==> config.mk <==
export PLATFORM = sky130hd
export DESIGN_NAME = arcade_input_mapper
export DESIGN_NICKNAME = d
export VERILOG_FILES = /design/src/rtl/arcade_input_pkg.sv /design/src/rtl/arcade_coin_stretch.sv /design/src/rtl/arcade_input_mapper.sv
export SDC_FILE = /design/constraint.sdc
export NUM_CORES = 1
export LEC_CHECK = 0
export ABC_CLOCK_PERIOD_IN_PS = 3200
export CAP_MARGIN = 25
export CORE_ASPECT_RATIO = 0.9
export CORE_UTILIZATION = 40
export CTS_CLUSTER_DIAMETER = 50
export DETAILED_ROUTE_END_ITERATION = 7
export SETUP_SLACK_MARGIN = 0.1
export SLEW_MARGIN = 25
export SYNTH_ARGS = -nofsm -noshare
export SYNTH_HDL_FRONTEND = slang
export SYNTH_HIERARCHICAL = 1
export SYNTH_SLANG_ARGS = --single-unit
==> constraint.sdc <==
create_clock -name clk_sys -period 3.2 [get_ports clk_sys]
set_input_delay 0.48 -clock clk_sys [delete_from_list [all_inputs] [get_ports clk_sys]]
set_output_delay 0.48 -clock clk_sys [all_outputs]
set_load 0.05 [all_outputs]
==> src/rtl/arcade_input_pkg.sv <==
// Shared constants, enums and the PS/2 scancode decoder for arcade_input_mapper.
// Scancodes are PS/2 set 2. The extended prefix is not part of the lookup.
package arcade_input_pkg;

    localparam int unsigned PC_UP    = 0;
    localparam int unsigned PC_DOWN  = 1;
    localparam int unsigned PC_LEFT  = 2;
    localparam int unsigned PC_RIGHT = 3;
    localparam int unsigned PC_FIRE  = 4;
    localparam int unsigned PC_BOMB  = 5;
    localparam int unsigned PC_START = 6;
    localparam int unsigned PC_COIN  = 7;

    localparam int unsigned JS_RIGHT  = 0;
    localparam int unsigned JS_LEFT   = 1;
    localparam int unsigned JS_DOWN   = 2;
    localparam int unsigned JS_UP     = 3;
    localparam int unsigned JS_FIRE   = 4;
    localparam int unsigned JS_BOMB   = 5;
    localparam int unsigned JS_START  = 6;
    localparam int unsigned JS_START2 = 7;
    localparam int unsigned JS_COIN   = 8;

    typedef enum logic [1:0] {
        ROT_NONE  = 2'd0,
        ROT_LEFT  = 2'd1,
        ROT_RIGHT = 2'd2,
        ROT_180   = 2'd3
    } rotate_t;

    typedef enum logic [1:0] {
        CoinIdle = 2'd0,
        CoinHold = 2'd1,
        CoinGap  = 2'd2
    } coin_state_e;

    localparam logic [7:0] SC_UP    = 8'h75;
    localparam logic [7:0] SC_DOWN  = 8'h72;
    localparam logic [7:0] SC_LEFT  = 8'h6B;
    localparam logic [7:0] SC_RIGHT = 8'h74;
    localparam logic [7:0] SC_SPACE = 8'h29;
    localparam logic [7:0] SC_CTRL  = 8'h14;
    localparam logic [7:0] SC_1     = 8'h16;
    localparam logic [7:0] SC_F1    = 8'h05;
    localparam logic [7:0] SC_5     = 8'h2E;
    localparam logic [7:0] SC_R     = 8'h2D;
    localparam logic [7:0] SC_F     = 8'h2B;
    localparam logic [7:0] SC_D     = 8'h23;
    localparam logic [7:0] SC_G     = 8'h34;
    localparam logic [7:0] SC_A     = 8'h1C;
    localparam logic [7:0] SC_S     = 8'h1B;
    localparam logic [7:0] SC_2     = 8'h1E;
    localparam logic [7:0] SC_F2    = 8'h06;
    localparam logic [7:0] SC_6     = 8'h36;

    // Key-state slots 0..7 follow p_ctrl bit order; slot 8 is the alternate start key.
    localparam int unsigned KS_START_ALT = 8;

    typedef struct packed {
        logic       hit;
        logic       player;
        logic [3:0] slot;
    } key_slot_t;

    function automatic key_slot_t sc_decode(input logic [7:0] sc);
        key_slot_t s;
        s.hit    = 1'b1;
        s.player = 1'b0;
        s.slot   = 4'd0;
        case (sc)
            SC_UP:    s.slot = 4'd0;
            SC_DOWN:  s.slot = 4'd1;
            SC_LEFT:  s.slot = 4'd2;
            SC_RIGHT: s.slot = 4'd3;
            SC_SPACE: s.slot = 4'd4;
            SC_CTRL:  s.slot = 4'd5;
            SC_1:     s.slot = 4'd6;
            SC_5:     s.slot = 4'd7;
            SC_F1:    s.slot = 4'd8;
            SC_R:     begin s.player = 1'b1; s.slot = 4'd0; end
            SC_F:     begin s.player = 1'b1; s.slot = 4'd1; end
            SC_D:     begin s.player = 1'b1; s.slot = 4'd2; end
            SC_G:     begin s.player = 1'b1; s.slot = 4'd3; end
            SC_A:     begin s.player = 1'b1; s.slot = 4'd4; end
            SC_S:     begin s.player = 1'b1; s.slot = 4'd5; end
            SC_2:     begin s.player = 1'b1; s.slot = 4'd6; end
            SC_6:     begin s.player = 1'b1; s.slot = 4'd7; end
            SC_F2:    begin s.player = 1'b1; s.slot = 4'd8; end
            default:  s.hit = 1'b0;
        endcase
        return s;
    endfunction

endpackage

==> src/rtl/arcade_coin_stretch.sv <==
// One coin channel: rising-edge detect, IDLE/HOLD/GAP FSM and a shared down-counter.
// Edges arriving outside IDLE are dropped, so a held coin never retriggers.
module arcade_coin_stretch
    import arcade_input_pkg::*;
#(
    parameter int unsigned COIN_HOLD = 1_800_000
) (
    input  logic clk_sys,
    input  logic reset_n,
    input  logic armed,
    input  logic coin_raw,
    output logic coin
);

    localparam int unsigned CntW = (COIN_HOLD > 1) ? $clog2(COIN_HOLD) : 1;
    localparam logic [CntW-1:0] CntLoad = CntW'(COIN_HOLD - 1);

    coin_state_e     state_q, state_d;
    logic [CntW-1:0] cnt_q, cnt_d;
    logic            prev_q;

    always_ff @(posedge clk_sys or negedge reset_n) begin
        if (!reset_n) begin
            state_q <= CoinIdle;
            cnt_q   <= '0;
            prev_q  <= 1'b0;
        end else begin
            state_q <= state_d;
            cnt_q   <= cnt_d;
            prev_q  <= coin_raw;
        end
    end

    always_comb begin
        state_d = state_q;
        cnt_d   = cnt_q;
        case (state_q)
            CoinIdle: begin
                // No trigger on the arm cycle: a coin held through reset is not an edge.
                if (armed && coin_raw && !prev_q) begin
                    state_d = CoinHold;
                    cnt_d   = CntLoad;
                end
            end
            CoinHold: begin
                if (cnt_q == '0) begin
                    state_d = CoinGap;
                    cnt_d   = CntLoad;
                end else begin
                    cnt_d = cnt_q - CntW'(1);
                end
            end
            CoinGap: begin
                if (cnt_q == '0) begin
                    state_d = CoinIdle;
                end else begin
                    cnt_d = cnt_q - CntW'(1);
                end
            end
            default: begin
                state_d = CoinIdle;
                cnt_d   = '0;
            end
        endcase
    end

    assign coin = (state_q == CoinHold);

endmodule

==> src/rtl/arcade_input_mapper.sv <==
// Merges PS/2 keys and MiSTer joysticks into per-player control bytes with rotation,
// SOCD cleaning and coin stretching. Autofire is built only with ARCADE_INPUT_AUTOFIRE_EN.
module arcade_input_mapper
    import arcade_input_pkg::*;
#(
    parameter int unsigned PLAYERS      = 2,
    parameter int unsigned COIN_HOLD    = 1_800_000,
    parameter int unsigned AUTOFIRE_DIV = 600_000
) (
    input  logic                    clk_sys,
    input  logic                    reset_n,
    input  logic [10:0]             ps2_key,
    input  logic [PLAYERS*16-1:0]   joystick,
    input  logic [1:0]              rotate,
    input  logic                    socd_clean,
    input  logic [PLAYERS-1:0]      autofire,
    output logic [PLAYERS*8-1:0]    p_ctrl
);

    logic            armed_q;
    logic            toggle_q;
    logic [1:0][8:0] key_q;
    key_slot_t       slot;
    logic            unused_top;

    assign slot = sc_decode(ps2_key[7:0]);

    // The first edge out of reset only samples the toggle so a stale event is not replayed.
    always_ff @(posedge clk_sys or negedge reset_n) begin
        if (!reset_n) begin
            armed_q  <= 1'b0;
            toggle_q <= 1'b0;
            key_q    <= '0;
        end else if (!armed_q) begin
            armed_q  <= 1'b1;
            toggle_q <= ps2_key[10];
        end else if (ps2_key[10] != toggle_q) begin
            toggle_q <= ps2_key[10];
            if (slot.hit) begin
                key_q[slot.player][slot.slot] <= ps2_key[9];
            end
        end
    end

`ifdef ARCADE_INPUT_AUTOFIRE_EN
    assign unused_top = ps2_key[8];
`else
    localparam int unsigned unused_af_div = AUTOFIRE_DIV;
    assign unused_top = ^{ps2_key[8], autofire};
`endif

    for (genvar p = 0; p < PLAYERS; p++) begin : g_player
        logic [15:0] joy;
        logic [8:0]  kb;
        logic        start2;
        logic        dir_u, dir_d, dir_l, dir_r;
        logic        rot_u, rot_d, rot_l, rot_r;
        logic        fire, fire_out, coin_raw, coin_out;
        logic [7:0]  ctrl_q;
        logic        unused_joy;

        assign joy        = joystick[16*p +: 16];
        assign unused_joy = ^{joy[15:9], joy[JS_START2]};

        if (p < 2) begin : g_kb
            assign kb = key_q[p];
        end else begin : g_no_kb
            assign kb = '0;
        end

        if (p == 1) begin : g_start2
            assign start2 = joystick[JS_START2];
        end else begin : g_no_start2
            assign start2 = 1'b0;
        end

        always_comb begin
            dir_u = kb[PC_UP]    | joy[JS_UP];
            dir_d = kb[PC_DOWN]  | joy[JS_DOWN];
            dir_l = kb[PC_LEFT]  | joy[JS_LEFT];
            dir_r = kb[PC_RIGHT] | joy[JS_RIGHT];
            rot_u = dir_u;
            rot_d = dir_d;
            rot_l = dir_l;
            rot_r = dir_r;
            case (rotate_t'(rotate))
                ROT_LEFT:  begin rot_u = dir_l; rot_d = dir_r; rot_l = dir_d; rot_r = dir_u; end
                ROT_RIGHT: begin rot_u = dir_r; rot_d = dir_l; rot_l = dir_u; rot_r = dir_d; end
                ROT_180:   begin rot_u = dir_d; rot_d = dir_u; rot_l = dir_r; rot_r = dir_l; end
                default:   ;
            endcase
        end

        assign fire     = kb[PC_FIRE] | joy[JS_FIRE];
        assign coin_raw = kb[PC_COIN] | joy[JS_COIN];

`ifdef ARCADE_INPUT_AUTOFIRE_EN
        localparam int unsigned AfW = (AUTOFIRE_DIV > 1) ? $clog2(AUTOFIRE_DIV) : 1;
        logic [AfW-1:0] af_cnt_q;
        logic           af_phase_q;

        always_ff @(posedge clk_sys or negedge reset_n) begin
            if (!reset_n) begin
                af_cnt_q   <= '0;
                af_phase_q <= 1'b0;
            end else if (autofire[p] && fire) begin
                if (af_cnt_q == AfW'(AUTOFIRE_DIV - 1)) begin
                    af_cnt_q   <= '0;
                    af_phase_q <= ~af_phase_q;
                end else begin
                    af_cnt_q <= af_cnt_q + AfW'(1);
                end
            end else begin
                af_cnt_q   <= '0;
                af_phase_q <= 1'b0;
            end
        end

        assign fire_out = fire & ~(autofire[p] & af_phase_q);
`else
        assign fire_out = fire;
`endif

        arcade_coin_stretch #(
            .COIN_HOLD (COIN_HOLD)
        ) u_coin (
            .clk_sys  (clk_sys),
            .reset_n  (reset_n),
            .armed    (armed_q),
            .coin_raw (coin_raw),
            .coin     (coin_out)
        );

        always_ff @(posedge clk_sys or negedge reset_n) begin
            if (!reset_n) begin
                ctrl_q <= '0;
            end else begin
                ctrl_q[PC_UP]    <= rot_u & ~(socd_clean & rot_d);
                ctrl_q[PC_DOWN]  <= rot_d & ~(socd_clean & rot_u);
                ctrl_q[PC_LEFT]  <= rot_l & ~(socd_clean & rot_r);
                ctrl_q[PC_RIGHT] <= rot_r & ~(socd_clean & rot_l);
                ctrl_q[PC_FIRE]  <= fire_out;
                ctrl_q[PC_BOMB]  <= kb[PC_BOMB] | joy[JS_BOMB];
                ctrl_q[PC_START] <= kb[PC_START] | kb[KS_START_ALT] | joy[JS_START] | start2;
                ctrl_q[PC_COIN]  <= coin_out;
            end
        end

        assign p_ctrl[8*p +: 8] = ctrl_q;
    end

endmodule

==> reports/results.ini <==
[clock_tree]
worstSkewPairLatency_ps=350
cts_setup_buffers=0
cts-htree-levels=3
clockBufferDepth=2
cts_resized=0
cts_hold_buf=0
cts_buffers=9
cts_root_buffer=clkbuf_16
cts_tree=yes
path_clk_slew_ps=60
cts.sinks=84

[route]
routed_wl_um=12500
drtIter0Drc=209
viasPerCell=5.93
vias=4503
drc=0
wl_per_cell_um=16.4
firstDrtPassIters=5
ant_nets=0

[synth]
synth_seq_cells=84
synth_top_family_by_area=simple AND/OR/NAND/NOR gates
async_flop_share=1.00
synth-adder-area-share=0.0211
yosysWarningCount=6
synth-xor-area-share=0.0106
syn_area_mm2=0.00498
avgSynthCellArea_um2=9.23
synth-edff-count=0
synth_compound_area_frac=0.206
synth-seq-area-share=0.422
synthFlopType=dfrtp_1
synth-simple-area-share=0.254
synth.net_count=591
synth_cells=539
ys_types=68
synth_mux_area_frac=0.0513

[final_layout]
area_growth_pct=20.8
n_fill_cell=1167
n_antenna_cell=0
layout-drive-gt1-share=0.145
regArea_mm2=0.00210
finish.utilization=0.498
design_area_mm2=0.00601
finalNonFillerCells=759
nets=646
multi_input_area_mm2=0.00270

[placed_design]
hpwl_um=8850
gp_congestion=0.866
port-buffer-count=47
placed_cells=743
placed_cell_area_mm2=0.00572

[die]
core_area_mm2=0.0121
dieArea_mm2=0.0129
rows=38
die_x_um=120
ios=66
start_util=0.412
die_y_um=108

[setup_path]
required_ps=3430
path_max_fanout=9
crit_chain=clkdlybuf4s50_1 -> nor4b_1 -> nand4b_1 -> a32oi_2 -> o21ba_2 -> nand4_1 -> mux2_2
cp.arrival_ps=2970
slowest_stage=nor4b_1
criticalPathCategory=in2reg
startpoint_type=input pin
worstSetupEndpointType=flip-flop
cp_slowest_stage_delay_ps=620

[global_routing]
grt_max_degree=85
first_global_vias=4325
grt_pass1_wl_um=21200
grt_overflow=0
antenna_found_initial=0
track_usage=0.208

[power_and_ir_drop]
ir_drop_uv=322
p_leak_nw=2.26
cellPowerDensity_mw_per_mm2=500
power_w=0.00301

[timing]
period_minus_slack_ps=2740
tightest_slew_ps=771
setup_violations=0
final-hold-violation-count=0
fin_worst_skew_ps=5.94
rsz0062_at_grt=no
min_period_over_period=0.855
fin_tns_setup_ps=0
timing.slew.headroom=0.486
max_freq_ghz=0.366
slew_violations=0

[job]
drv_cap=0

[status]
status=completed

[worst_hold_path]
hold_class=in2async

[cells in the mapped netlist (4+ instances only)]
cell	number	area, um2
a211oi_1	5	37.5
o21a_1	8	60.1
o31ai_1	8	60.1
a31oi_1	11	68.8
clkbuf_1	21	78.8
nand3_1	14	70.1
or3_1	14	87.6
nor3_1	23	115
mux2_2	19	214
inv_1	14	52.6
a21oi_1	27	135
nor3b_1	5	37.5
dfrtp_1	84	2100
a311oi_1	7	61.3
a31o_2	5	43.8
xnor2_1	4	35.0
a21boi_0	4	30.0
nand2_1	37	139
nor4_1	7	43.8
nand2b_1	8	50.1
or4_4	4	45.0
or2_2	8	50.1
nor4b_1	5	43.8
nand3b_1	9	67.6
o211ai_1	7	52.6
and2_1	5	31.3
nor2_1	51	191
or4_1	9	67.6
o21ai_0	35	175
maj3_1	8	80.1
o221ai_1	4	35.0
nand4_1	8	50.1
[metal layers]
metal  track usage  routed length, um
met2         0.312               5720
met5             0                  0
met4        0.0777                206
met3        0.0397                697
met1         0.296               5850
[placed cells by master, fill, tap and decap left out, drive strengths merged, types with 5 or more instances in the layout]
| master | count |
|---|---|
| dfrtp | 84 |
| nor2 | 51 |
| clkdlybuf4s50 | 46 |
| nand2 | 37 |
| o21ai | 35 |
| a21oi | 27 |
| buf | 25 |
| nor3 | 23 |
| mux2 | 20 |
| or4 | 15 |
| or3 | 14 |
| nand3 | 14 |
| inv | 14 |
| a31oi | 11 |
| clkbuf | 10 |
| or2 | 10 |
| nand3b | 9 |
| o31ai | 8 |
| o21a | 8 |
| nand2b | 8 |
| nand4 | 8 |
| maj3 | 8 |
| nor4 | 7 |
| o211ai | 7 |
| a311oi | 7 |
| a211oi | 6 |
| clkinv | 6 |
| nor3b | 5 |
| a31o | 5 |
| nor4b | 5 |
| and2 | 5 |
[stage by stage]
step / hold WS (ps) / setup slack [ps]
6_report: 195 / 464
5_1_grt: 256 / 344
4_1_cts: 215 / 451
3_5_place_dp: 446 / 70.1
3_3_place_gp: 439 / 154
2_1_floorplan: 184 / 736
[kinds of logic (layout without fill, tap and decap cells)]
kind of cell    Yosys count  after routing
flops                    84             84
fa+ha+maj                10             10
compound gates          146            146
xor+xnor                  6              6
buf+inv                  43            103
mux                      23             23
simple gates            226            226
other cells               1              1
[final cells by class]
class,count,area share
timing repair buffer,71,0.108
tap,160,0.0333
clock buffer,10,0.0381
sequential,84,0.350
clock inverter,6,0.0108
inverter,16,0.00999
multi-input combinational,412,0.450
[worst max-delay path, delay by kind of cell]
kind	cells	cell delay (ps)
muxes	1	290
AOI/OAI and AO/OA	2	710
buffers and inverters	1	540
and+or+nand+nor	3	950
[state kept, by name, indices dropped and copies added (netlist names)]
signal / flops
g_player.u_coin/state_q: 4
g_player.u_coin/cnt_q: 42
g_player.u_coin/prev_q: 2
g_player.kb: 18
g_player.ctrl_q: 16
armed_q: 1
toggle_q: 1
[where the power goes]
part	switching [W]	leakage [nW]	internal (W)	total (W)
Sequential	0.000138	0.976	0.00119	0.00132
Clock	0.000438	0.142	0.000605	0.00104
Combinational	0.000353	1.14	0.000287	0.000640
Total	0.000928	2.26	0.00208	0.00301
[path summary, 6_finish.rpt]
kind                       cells after the start                                  endpoint  slack, ps                                     from
setup / recovery                               7             g_player[1].kb[6]$_DFFE_PN0P_        460                               ps2_key[4]
max in group asynchronous                      1           g_player[0].ctrl_q[3]$_DFF_PN0_       2490                                  reset_n
hold / removal                                 1  g_player[0].u_coin/cnt_q[10]$_DFFE_PN0P_        190                                  reset_n
min in group clk_sys                           1           g_player[0].ctrl_q[6]$_DFF_PN0_        450            g_player[0].kb[8]$_DFFE_PN0P_
hold reg to reg                                1           g_player[0].ctrl_q[6]$_DFF_PN0_        450            g_player[0].kb[8]$_DFFE_PN0P_
setup reg to reg                               8   g_player[1].u_coin/cnt_q[0]$_DFFE_PN0P_        480  g_player[1].u_coin/cnt_q[0]$_DFFE_PN0P_
No activity file was read; power rests on OpenSTA's default activity.
